[src/rtl/decode_pkg.sv]
// -----------------------------------------------------------------------------
// decode_pkg
// Shared definitions for the decode stage: opcode class constants, instruction
// field bit positions, the decoded-instruction record carried through the
// two-entry output buffer, and the opcode-class helper function.
// Optional feature macro used by decode_stage: DECODE_PERF_CNT_EN.
// -----------------------------------------------------------------------------
package decode_pkg;

  localparam int DEC_PC_W    = 32;
  localparam int DEC_INSTR_W = 32;

  localparam logic [4:0] OPC_DATA_PROC = 5'b10000;
  localparam logic [4:0] OPC_BRANCH    = 5'b10001;
  localparam logic [4:0] OPC_UNDEF     = 5'b11111;

  // Instruction field bit positions
  localparam int COND_HI   = 31;
  localparam int COND_LO   = 28;
  localparam int CLASS_HI  = 27;
  localparam int CLASS_LO  = 25;
  localparam int IMM_BIT   = 25;
  localparam int P_BIT     = 24;
  localparam int U_BIT     = 23;
  localparam int W_BIT     = 21;
  localparam int L_BIT     = 20;
  localparam int S_BIT     = 20;
  localparam int BOFF_HI   = 23;
  localparam int RN_HI     = 19;
  localparam int RN_LO     = 16;
  localparam int RD_HI     = 15;
  localparam int RD_LO     = 12;
  localparam int DATA12_HI = 11;
  localparam int RM_HI     = 3;

  typedef struct packed {
    logic [4:0]          opcode;
    logic                immediate_operand;
    logic [11:0]         data12;
    logic [23:0]         branch_offset;
    logic [3:0]          rn_idx;
    logic [3:0]          rd_idx;
    logic [3:0]          rm_idx;
    logic [3:0]          cond;
    logic                set_flags;
    logic                undef;
    logic [DEC_PC_W-1:0] pc;
  } decoded_instr_t;

  // Opcode class from bits [27:25]; data transfers encode {0,L,U,P,W}.
  function automatic logic [4:0] classify_opcode(input logic [DEC_INSTR_W-1:0] instr);
    logic [4:0] opc;
    opc = OPC_UNDEF;
    case (instr[CLASS_HI:CLASS_LO])
      3'b000, 3'b001: opc = OPC_DATA_PROC;
      3'b010, 3'b011: opc = {1'b0, instr[L_BIT], instr[U_BIT], instr[P_BIT], instr[W_BIT]};
      3'b101:         opc = OPC_BRANCH;
      default:        opc = OPC_UNDEF;
    endcase
    return opc;
  endfunction

endpackage : decode_pkg

[src/rtl/instr_field_decode.sv]
// -----------------------------------------------------------------------------
// instr_field_decode
// Purely combinational split of a raw 32-bit instruction into the fields the
// shifter and register file consume, bundled with the instruction's PC.
// Ports:
//   instr   in   raw instruction
//   pc      in   PC of instr
//   fields  out  decoded_instr_t record
// -----------------------------------------------------------------------------
module instr_field_decode
  import decode_pkg::*;
(
  input  logic [DEC_INSTR_W-1:0] instr,
  input  logic [DEC_PC_W-1:0]    pc,
  output decoded_instr_t         fields
);

  logic [4:0] opc_s;

  assign opc_s = classify_opcode(instr);

  // Field extraction; S bit only has meaning for data-processing instructions.
  always_comb begin
    fields                   = '0;
    fields.opcode            = opc_s;
    fields.immediate_operand = instr[IMM_BIT];
    fields.data12            = instr[DATA12_HI:0];
    fields.branch_offset     = instr[BOFF_HI:0];
    fields.rn_idx            = instr[RN_HI:RN_LO];
    fields.rd_idx            = instr[RD_HI:RD_LO];
    fields.rm_idx            = instr[RM_HI:0];
    fields.cond              = instr[COND_HI:COND_LO];
    fields.undef             = (opc_s == OPC_UNDEF);
    fields.pc                = pc;
    if (opc_s == OPC_DATA_PROC) begin
      fields.set_flags = instr[S_BIT];
    end else begin
      fields.set_flags = 1'b0;
    end
  end

endmodule : instr_field_decode

[src/rtl/decode_stage.sv]
// -----------------------------------------------------------------------------
// decode_stage
// Decode pipeline stage upstream of the operand shifter. Incoming instructions
// are decoded combinationally and captured into a two-entry skid buffer (main
// entry drives the outputs, skid entry absorbs one extra accept while the main
// entry is back-pressured), so in_ready depends only on registered state.
// Optional feature macro: DECODE_PERF_CNT_EN adds decoded_count/stall_count.
// Ports:
//   clk, reset (async, active-low)
//   in_valid / in_ready / instr_in / pc_in   fetch-side handshake
//   flush                                    drop held and incoming work
//   out_valid / out_ready                    execute-side handshake
//   opcode, immediate_operand, data12, branch_offset, rn_idx, rd_idx,
//   rm_idx, cond, set_flags, undef, pc_out   decoded fields of main entry
//   decoded_count, stall_count               (DECODE_PERF_CNT_EN only)
// -----------------------------------------------------------------------------
module decode_stage
  import decode_pkg::*;
#(
  parameter int PC_W    = DEC_PC_W,
  parameter int INSTR_W = DEC_INSTR_W
) (
  input  logic               clk,
  input  logic               reset,
  input  logic               in_valid,
  output logic               in_ready,
  input  logic [INSTR_W-1:0] instr_in,
  input  logic [PC_W-1:0]    pc_in,
  input  logic               flush,
  output logic               out_valid,
  input  logic               out_ready,
`ifdef DECODE_PERF_CNT_EN
  output logic [31:0]        decoded_count,
  output logic [31:0]        stall_count,
`endif
  output logic [4:0]         opcode,
  output logic               immediate_operand,
  output logic [11:0]        data12,
  output logic [23:0]        branch_offset,
  output logic [3:0]         rn_idx,
  output logic [3:0]         rd_idx,
  output logic [3:0]         rm_idx,
  output logic [3:0]         cond,
  output logic               set_flags,
  output logic               undef,
  output logic [PC_W-1:0]    pc_out
);

  decoded_instr_t in_fields_s;
  decoded_instr_t main_d, main_q;
  decoded_instr_t skid_d, skid_q;
  logic           main_valid_d, main_valid_q;
  logic           skid_valid_d, skid_valid_q;
  logic           accept_s;
  logic           consume_s;

  instr_field_decode u_field_decode (
    .instr  (instr_in),
    .pc     (pc_in),
    .fields (in_fields_s)
  );

  assign in_ready  = ~skid_valid_q;
  assign out_valid = main_valid_q;
  assign accept_s  = in_valid & ~skid_valid_q & ~flush;
  assign consume_s = main_valid_q & out_ready;

  // Buffer next-state: flush wins; skid refills main on consume; a new
  // instruction lands in main if it is free (or leaving), else in skid.
  always_comb begin
    main_d       = main_q;
    skid_d       = skid_q;
    main_valid_d = main_valid_q;
    skid_valid_d = skid_valid_q;
    if (flush) begin
      main_valid_d = 1'b0;
      skid_valid_d = 1'b0;
    end else if (consume_s) begin
      if (skid_valid_q) begin
        // accept_s cannot be set here because in_ready is low
        main_d       = skid_q;
        main_valid_d = 1'b1;
        skid_valid_d = 1'b0;
      end else if (accept_s) begin
        main_d       = in_fields_s;
        main_valid_d = 1'b1;
      end else begin
        main_valid_d = 1'b0;
      end
    end else if (accept_s) begin
      if (main_valid_q) begin
        skid_d       = in_fields_s;
        skid_valid_d = 1'b1;
      end else begin
        main_d       = in_fields_s;
        main_valid_d = 1'b1;
      end
    end else begin
      main_valid_d = main_valid_q;
    end
  end

  // Buffer state registers
  always_ff @(posedge clk or negedge reset) begin
    if (!reset) begin
      main_q       <= '0;
      skid_q       <= '0;
      main_valid_q <= 1'b0;
      skid_valid_q <= 1'b0;
    end else begin
      main_q       <= main_d;
      skid_q       <= skid_d;
      main_valid_q <= main_valid_d;
      skid_valid_q <= skid_valid_d;
    end
  end

  assign opcode            = main_q.opcode;
  assign immediate_operand = main_q.immediate_operand;
  assign data12            = main_q.data12;
  assign branch_offset     = main_q.branch_offset;
  assign rn_idx            = main_q.rn_idx;
  assign rd_idx            = main_q.rd_idx;
  assign rm_idx            = main_q.rm_idx;
  assign cond              = main_q.cond;
  assign set_flags         = main_q.set_flags;
  assign undef             = main_q.undef;
  assign pc_out            = main_q.pc;

`ifdef DECODE_PERF_CNT_EN
  logic [31:0] decoded_count_d, decoded_count_q;
  logic [31:0] stall_count_d, stall_count_q;

  // Counters follow the raw output handshake and ignore flush; wrap naturally.
  always_comb begin
    if (consume_s) begin
      decoded_count_d = decoded_count_q + 32'd1;
    end else begin
      decoded_count_d = decoded_count_q;
    end
    if (main_valid_q && !out_ready) begin
      stall_count_d = stall_count_q + 32'd1;
    end else begin
      stall_count_d = stall_count_q;
    end
  end

  // Counter registers
  always_ff @(posedge clk or negedge reset) begin
    if (!reset) begin
      decoded_count_q <= 32'd0;
      stall_count_q   <= 32'd0;
    end else begin
      decoded_count_q <= decoded_count_d;
      stall_count_q   <= stall_count_d;
    end
  end

  assign decoded_count = decoded_count_q;
  assign stall_count   = stall_count_q;
`endif

endmodule : decode_stage

[config.mk]
export PLATFORM = sky130hd
export DESIGN_NAME = decode_stage
export DESIGN_NICKNAME = d
export VERILOG_FILES = /design/src/rtl/decode_pkg.sv /design/src/rtl/instr_field_decode.sv /design/src/rtl/decode_stage.sv
export SDC_FILE = /design/constraint.sdc
export NUM_CORES = 1
export LEC_CHECK = 0
export CAP_MARGIN = 20
export CORE_ASPECT_RATIO = 0.5
export CORE_MARGIN = 3
export CORE_UTILIZATION = 53
export DETAILED_ROUTE_END_ITERATION = 16
export HOLD_SLACK_MARGIN = 0.1
export PLACE_DENSITY = 0.87
export SETUP_SLACK_MARGIN = 0.1
export SYNTH_ARGS = -nofsm -noshare
export SYNTH_HDL_FRONTEND = slang
export SYNTH_SLANG_ARGS = --single-unit
[constraint.sdc]
create_clock -name clk -period 3 [get_ports clk]
set_input_delay 0.9 -clock clk [delete_from_list [all_inputs] [get_ports clk]]
set_output_delay 0.9 -clock clk [all_outputs]
set_load 0.01 [all_outputs]
# Word level (Yosys, flattened, before mapping)
# Cells that the tools add are included.
# op_classes
eq_ne	7
muxes	16
n_bitwise	6
n_reduce_logical	10
# op_table
operator	n
92-bit 2-to-1 mux	5
5-bit one-hot mux with 3 select lines	1
5-bit equality test (second input constant)	2
1-bit 2-to-1 mux	10
4-bit AND reduction	2
3-bit by 2-bit equality test with 1-bit output (second input constant)	2
3-bit nonzero test	2
2-bit nonzero test	2
2-bit OR reduction	2
1-bit AND	3
3-bit by 1-bit equality test with 1-bit output (second input constant)	1
3-bit equality test (second input constant)	1
3-bit logical NOT	1
1-bit NOT	3
2-bit by 1-bit inequality test with 1-bit output (second input constant)	1
2-bit AND reduction	1
# totals
reg_bits	186
inputBits	69
output_inout_bits	94
word_cells	63

# Depth between registers and ports, before layout
# logic_depth
word_depth	8
depth_mapped	6
ltp_nobuf	3

# Hierarchy
# From an unflattened synthesis, not the netlist that was laid out.
# unflattened
cells_unflattened	600
hier_area_um2	9416.5
# modules_own_cells
module	n_inst	cells_each	area_per_inst_um2
decode_stage	1	503	8712.1
instr_field_decode	1	97	704.4

# Worst setup path before layout
# OpenSTA, ideal clock, no wires.
# synth_path
path_type	input-to-reg
from	input port out_ready
to	register main_q (netlist bit opcode[1])
arrival_ps	2141
slack_ps	732
stages	6
path_cell_list	buf_2 -> inv_1 -> a221oi_4 -> buf_6 -> buf_12 -> mux2_1
# synth_via
elab_chain_len	3
# synth_lines
item	line_no	text
start: declaration	decode_stage.sv:31	input logic out_ready,
1-bit AND (*)	decode_stage.sv:66	assign consume_s = main_valid_q & out_ready;
2-bit by 1-bit inequality test with 1-bit output (no line) or 2-bit nonzero test (tied branches)	--	
4-bit AND reduction (no line)	--	
end signal: assignment	decode_stage.sv:111	main_q <= main_d;
end: declaration	decode_stage.sv:50	decoded_instr_t main_d, main_q;
# Mark *: on every way between the ends. The rest lies on a longest branch, timed or not.
# A chain may end at the register's enable or synchronous reset.

# Worst setup path after layout
# layout_path
from	register main_valid_q (netlist: out_valid)
to	output port out_valid
# layout_rtl
item	line_no	text
start: declaration	decode_stage.sv:52	logic main_valid_d, main_valid_q;
start signal: assignment	decode_stage.sv:113	main_valid_q <= main_valid_d;
end: declaration	decode_stage.sv:30	output logic out_valid,
# No word-level cell between the ends.

==> results.py <==
metrics = {
    "clocking": {
        "post_cts_buffers": 0,
        "cts_tree": "yes",
        "ctsResizeCount": 0,
        "cts.clk_slew.worst_paths_ns": 0.06,
        "cts_max_path_buffers": 2,
        "cts_sinks": 138,
        "clock_latency_ns": 0.40,
        "clockRootBuffer": "clkbuf_16",
        "numCtsBuffers": 17,
        "cts_max_level": 4,
        "hold_buffers": 0,
    },
    "cells_and_area": {
        "antenna-diode-count": 0,
        "area_growth_pct": 32.8,
        "design_area_um2": 8500,
        "drive_gt1_frac": 0.414,
        "nets": 632,
        "final_core_util": 0.747,
    },
    "routing": {
        "post_drt_wl_per_cell_um": 17.8,
        "drc": 0,
        "vias_per_cell": 5.27,
        "drt_wl_total_um": 13100,
        "ant_nets": 0,
        "vias": 3858,
        "drt_iter0_drc": 154,
        "first_pass_iters": 4,
    },
    "power_and_ir_drop": {
        "cellPowerDensity_nw_per_um2": 696,
        "seqPwrFrac": 0.436,
        "p_int_w": 0.00444,
        "leakagePower_nw": 3.53,
        "clockPowerShare": 0.319,
        "max-vdd-ir-drop_uv": 366,
        "power.switching_w": 0.00148,
        "combPwrFrac": 0.245,
        "switching_share": 0.250,
    },
    "synthesis": {
        "postSynthAreaPerCell_um2": 15.2,
        "synth.ff_latch_count": 138,
        "seq_area_frac_synth": 0.539,
        "syn_area_um2": 6400,
        "synthCells": 420,
        "yosysUniqueCellTypes": 26,
        "ys_warn_count": 0,
        "synthesis.nets": 489,
    },
    "die": {
        "initial_core_util": 0.562,
        "row_count": 27,
        "die_x_um": 161,
        "die_h_um": 83.7,
        "core_um2": 11400,
        "die_area_um2": 13500,
        "ios": 163,
    },
    "sta": {
        "skew_ns": 0.00683,
        "finalHoldViolations": 0,
        "max_freq_mhz": 382,
        "worst_pin_slew_ns": 0.604,
        "fin_setup_tns_ns": 0,
        "setup_violations": 0,
        "slew_headroom": 0.598,
        "min_period_ns": 2.62,
        "rsz0062_at_grt": "false",
        "finalCritPeriodShare": 0.872,
        "slew_viol_final": 0,
    },
    "global_route": {
        "first_global_vias": 4289,
        "grt_use_total": 0.202,
        "grt_pass1_wl_um": 21900,
        "grt_use_met3": 0.0476,
        "grtUsageMet2": 0.354,
        "antenna_found_initial": 0,
        "grt_remaining_overflow": 0,
        "grtUsageMet1": 0.253,
        "busiest_layer": "met2",
        "grt_max_degree": 65,
    },
    "worst_setup_path": {
        "crit_family": "flip-flops",
        "arrival_ns": 1.72,
        "crit_chain": "clkdlybuf4s50_1",
        "cp_num_buf_inv": 1,
        "end_kind": "primary output",
        "slowest_delay_ns": 0.66,
        "required_ns": 2.10,
        "start_kind": "flip-flop",
        "cp_slowest_cell": "dfrtp_1",
        "path_max_fanout": 13,
        "criticalPathCategory": "reg -> out",
    },
    "flow_run": {
        "cap_violations": 0,
    },
    "min_path": {
        "hold_class": "in -> async",
    },
    "place": {
        "routabilityCongestion": 0.731,
        "portBuffers": 162,
        "dpl.hpwl_um": 8840,
        "post_dp_cell_area_um2": 7970,
    },
    "run_status": {
        "outcome": "complete, no violations",
    },
}
## state kept, by name, indices dropped and copies added, names as in the netlist, 4 cells and up
register and count:
pc_out 32, data12 11, cond 4, opcode 5, skid_q 68, branch_offset 13
## final timing paths
check,from,endpoint,slack [ns],cells past startpoint
worst min register to register,opcode[1]$_DFFE_PN0P_,opcode[1]$_DFFE_PN0P_,0.49,1
max in group asynchronous,reset,skid_q[16]$_DFFE_PN0P_,1.81,2
worst max register to register,skid_valid_q$_DFFE_PN0P_,skid_q[64]$_DFFE_PN0P_,0.95,4
min in group clk,opcode[1]$_DFFE_PN0P_,opcode[1]$_DFFE_PN0P_,0.49,1
worst min-delay path,reset,skid_q[12]$_DFFE_PN0P_,0.49,1
worst max-delay path,out_valid$_DFFE_PN0P_,out_valid,0.38,1
## routing by layer
| metal | vias to the layer above | routed length [µm] | share of wire |
|---|---|---|---|
| li1 | 1772 | - | - |
| met1 | 1980 | 5700 | 0.44 |
| met2 | 92 | 6670 | 0.51 |
| met3 | 14 | 490 | 0.038 |
| met4 | 0 | 191 | 0.015 |
| met5 | - | 0 | 0 |
## synthesized netlist by cell type
master	count	area share
mux2_2	177	0.31
dfrtp_1	138	0.54
buf_4	30	0.035
mux2_4	16	0.038
buf_6	10	0.018
buf_2	6	0.0047
a21oi_1	5	0.0039
mux2_1	5	0.0088
inv_1	4	0.0023
nand4_1	4	0.0039
nor2_1	4	0.0023
o31ai_1	4	0.0047
buf_12	2	0.0063
mux2i_1	2	0.0031
nand2b_1	2	0.0020
a211oi_1	1	0.0012
a21o_1	1	0.0012
a221oi_4	1	0.0041
and3_4	1	0.0018
clkbuf_1	1	0.00059
nand2_2	1	0.00098
nand3_1	1	0.00078
nor2b_1	1	0.00098
nor3b_1	1	0.0012
nor4b_4	1	0.0037
o21ai_0	1	0.00078
## logic make-up after synthesis
| group | after synthesis | synth area share |
|---|---|---|
| AND/OR/NAND/NOR | 16 | 0.0176 |
| buffers and inverters | 53 | 0.0666 |
| flip-flops | 138 | 0.539 |
| AO/OA/AOI/OAI | 13 | 0.0158 |
| multiplexers | 200 | 0.361 |
## power by group through the flow
stage	combinational (W)	sequential (W)	clock, W
2_1_floorplan	0.000699	0.00263	0
5_1_grt	0.00155	0.00264	0.00203
6_report	0.00145	0.00258	0.00189
3_5_place_dp	0.00147	0.00260	0
3_3_place_gp	0.00142	0.00258	0
4_1_cts	0.00147	0.00258	0.00192
## placed cells by master, fill, tap and decap left out
cell type,instances
a211oi_1,1
a21o_1,1
a21oi_1,5
a221oi_4,1
and3_4,1
buf_12,6
buf_4,5
buf_6,1
bufinv_16,1
clkbuf_1,1
clkbuf_16,17
clkbuf_8,2
clkdlybuf4s50_1,161
clkinv_2,6
clkinv_4,1
clkinvlp_4,1
dfrtp_1,138
inv_1,4
mux2_1,5
mux2_2,177
mux2_4,16
mux2i_1,2
nand2_2,1
nand2b_1,2
nand3_1,1
nand4_1,4
nor2_1,4
nor2b_1,1
nor3b_1,1
nor4b_4,1
o21ai_0,1
o31ai_1,4
## area by class of cell
| cell class | count | area (µm²) |
|---|---|---|
| fillers | 736 | 2880 |
| clock inverters | 9 | 76.3 |
| well taps | 159 | 199 |
| inverters | 4 | 15.0 |
| repair buffers | 173 | 1780 |
| clock buffers | 20 | 457 |
| flip-flops and latches | 138 | 3450 |
| multi-input cells | 229 | 2520 |
## per-stage QoR
step / power [W] / hold slack [ns] / cells / setup WS (ns)
global route: 0.00621 / 0.513 / 732 / 0.318
CTS: 0.00598 / 0.495 / 732 / 0.373
detailed placement: 0.00407 / 0.478 / 703 / 0.204
floorplan: 0.00333 / 0.475 / 420 / 0.732
finish: 0.00592 / 0.487 / 732 / 0.385
global placement: 0.00400 / 0.469 / 703 / 0.235
No activity file was read; power rests on OpenSTA's default activity.
==> patch, RTL diff (config.mk and constraints unchanged) <==
Add a define of `DECODE_PERF_CNT_EN`.
--- a/src/rtl/decode_stage.sv
+++ b/src/rtl/decode_stage.sv
@@ -14,6 +14,8 @@
 //   rm_idx, cond, set_flags, undef, pc_out   decoded fields of main entry
 //   decoded_count, stall_count               (DECODE_PERF_CNT_EN only)
 // -----------------------------------------------------------------------------
+`define DECODE_PERF_CNT_EN
+
 module decode_stage
   import decode_pkg::*;
 #(
Formal check against the unedited RTL (old outputs only; new: decoded_count and stall_count): same outputs for any inputs over 4 cycles, from zero or initial values and one cycle with reset low; that may be too few to reach the edited logic, so the function may still have changed.
==> patch against the unedited design <==
- setup slack gained 64 ps
- area after synthesis up 38%
- wire length rose by 61%
- hold slack worse by 33 ps
- fmax grew 2.5%
- final area grew 40%
- via count grew 66%
- total power grew 28%
- sequential cell count grew 64
- clock skew is 5.0 ps higher
- largest power group unchanged
- highest routed layer unchanged
==> patch: results <==
[placement]
globalplace.congestion = 0.803
dp_hpwl_um = 14600
portBuffers = 226

[worst_hold_path]
hp-class = "input pin to async pin"

[critical_path]
crit_family = "buffers and inverters"
crit_arrival_ps = 1650
crit_fanout = 10
critical_path.max_stage_delay_ps = 630
crit_slowest_cell = "clkdlybuf4s50_1"

[logic_synthesis]
ys_top_cells_by_area = "dfrtp_1 (57%), mux2_2 (8.4%), mux2i_1 (7.0%), xnor2_1 (4.8%), a21oi_1 (4.1%)"
syn_nets = 825
yosysSeqAreaShare = 0.572
synth_common_cells = "dfrtp_1 (202), nor2_1 (81), a21oi_1 (72)"
synthAdderAreaFrac = 0.00283
synthXorXnorAreaFrac = 0.0614
synth_most_common_cell = "dfrtp_1"
synthMuxAreaShare = 0.154
synth_compound_area_frac = 0.0505

[global_route]
gr-usage-all-layers = 0.229
grt_pass1_vias = 6641
grt_max_degree = 79
antenna_found_initial = 0

[cts]
cts_buffer_depth = 3
insertion_delay_ps = 480
htree_levels = 1
cts_buffers = 19

[status]
status = "finished, final reports clean"

[final_layout]
drive_above_1_share = 0.130
nNetsFinal = 1025
comb.multi_input.count = 477
nFillCells = 1059
buffers = 245
layout.nonclk_buf_frac = 0.210
multi_input_area_share = 0.287
seq_area_frac = 0.425
nClkBuffers = 25

[route]
initialDrtViolationCount = 314
vias = 6417
drt_pass1_iterations = 5

[pwr]
p_leak_nw = 5.41
peakVddDrop_v = 0.000446

[timing]
fin_skew_ps = 11.9
slew_headroom = 0.540
==> patch: cell count changes in the layout (fill, tap and decap cells not counted), sizes merged, moves of 22 or more <==
cell,change
mux2,-132
nand3,+22
xnor2,+48
nand2,+26
clkdlybuf4s50,+64
mux2i,+60
dfrtp,+64
nor2,+77
a21oi,+67
==> patch: worst paths after layout <==
kind / endpoint / slack, ps / from
worst max-delay path: out_valid / 450 / out_valid
worst min-delay path: pc_out[22] / 450 / reset
worst max register to register: data12[7] / 1060 / out_valid
worst min register to register: decoded_count[31] / 480 / decoded_count[31]
max in group asynchronous: stall_count[31] / 1770 / reset
min in group clk: decoded_count[31] / 480 / decoded_count[31]
==> patch: stage by stage <==
stage	worst slack (ps)	util	total power, mW	std cells	instance area (µm²)
after floorplan	855	-	4.32	754	8840
after global placement	296	0.711	5.14	1154	11300
after detailed placement	223	0.711	5.23	1154	11300
after CTS	455	0.750	7.63	1187	11900
after global routing	396	0.750	7.93	1187	11900
final	449	0.750	7.56	1187	11900
==> patch: kinds of logic after synthesis <==
family / count (synthesis)
buffers and inverters: 75
muxes: 128
and+or+nand+nor: 201
DFF: 202
xor gates and xnor gates: 62
AOI/OAI and AO/OA: 84
adders and majority gates: 2
==> patch: metal layers <==
layer	track usage	vias up	part of all wire
met2	0.395	144	0.51
met1	0.300	3253	0.42
met4	0.0560	0	0.024
met5	0	-	0
li1	-	2987	-
met3	0.0443	33	0.043
==> patch: power breakdown <==
part	leakage [nW]	internal, mW	total, mW	switching [mW]
clock network	0.309	1.37	2.38	1.01
logic	2.62	0.958	1.62	0.661
registers	2.48	3.22	3.56	0.346
total	5.41	5.55	7.56	2.02
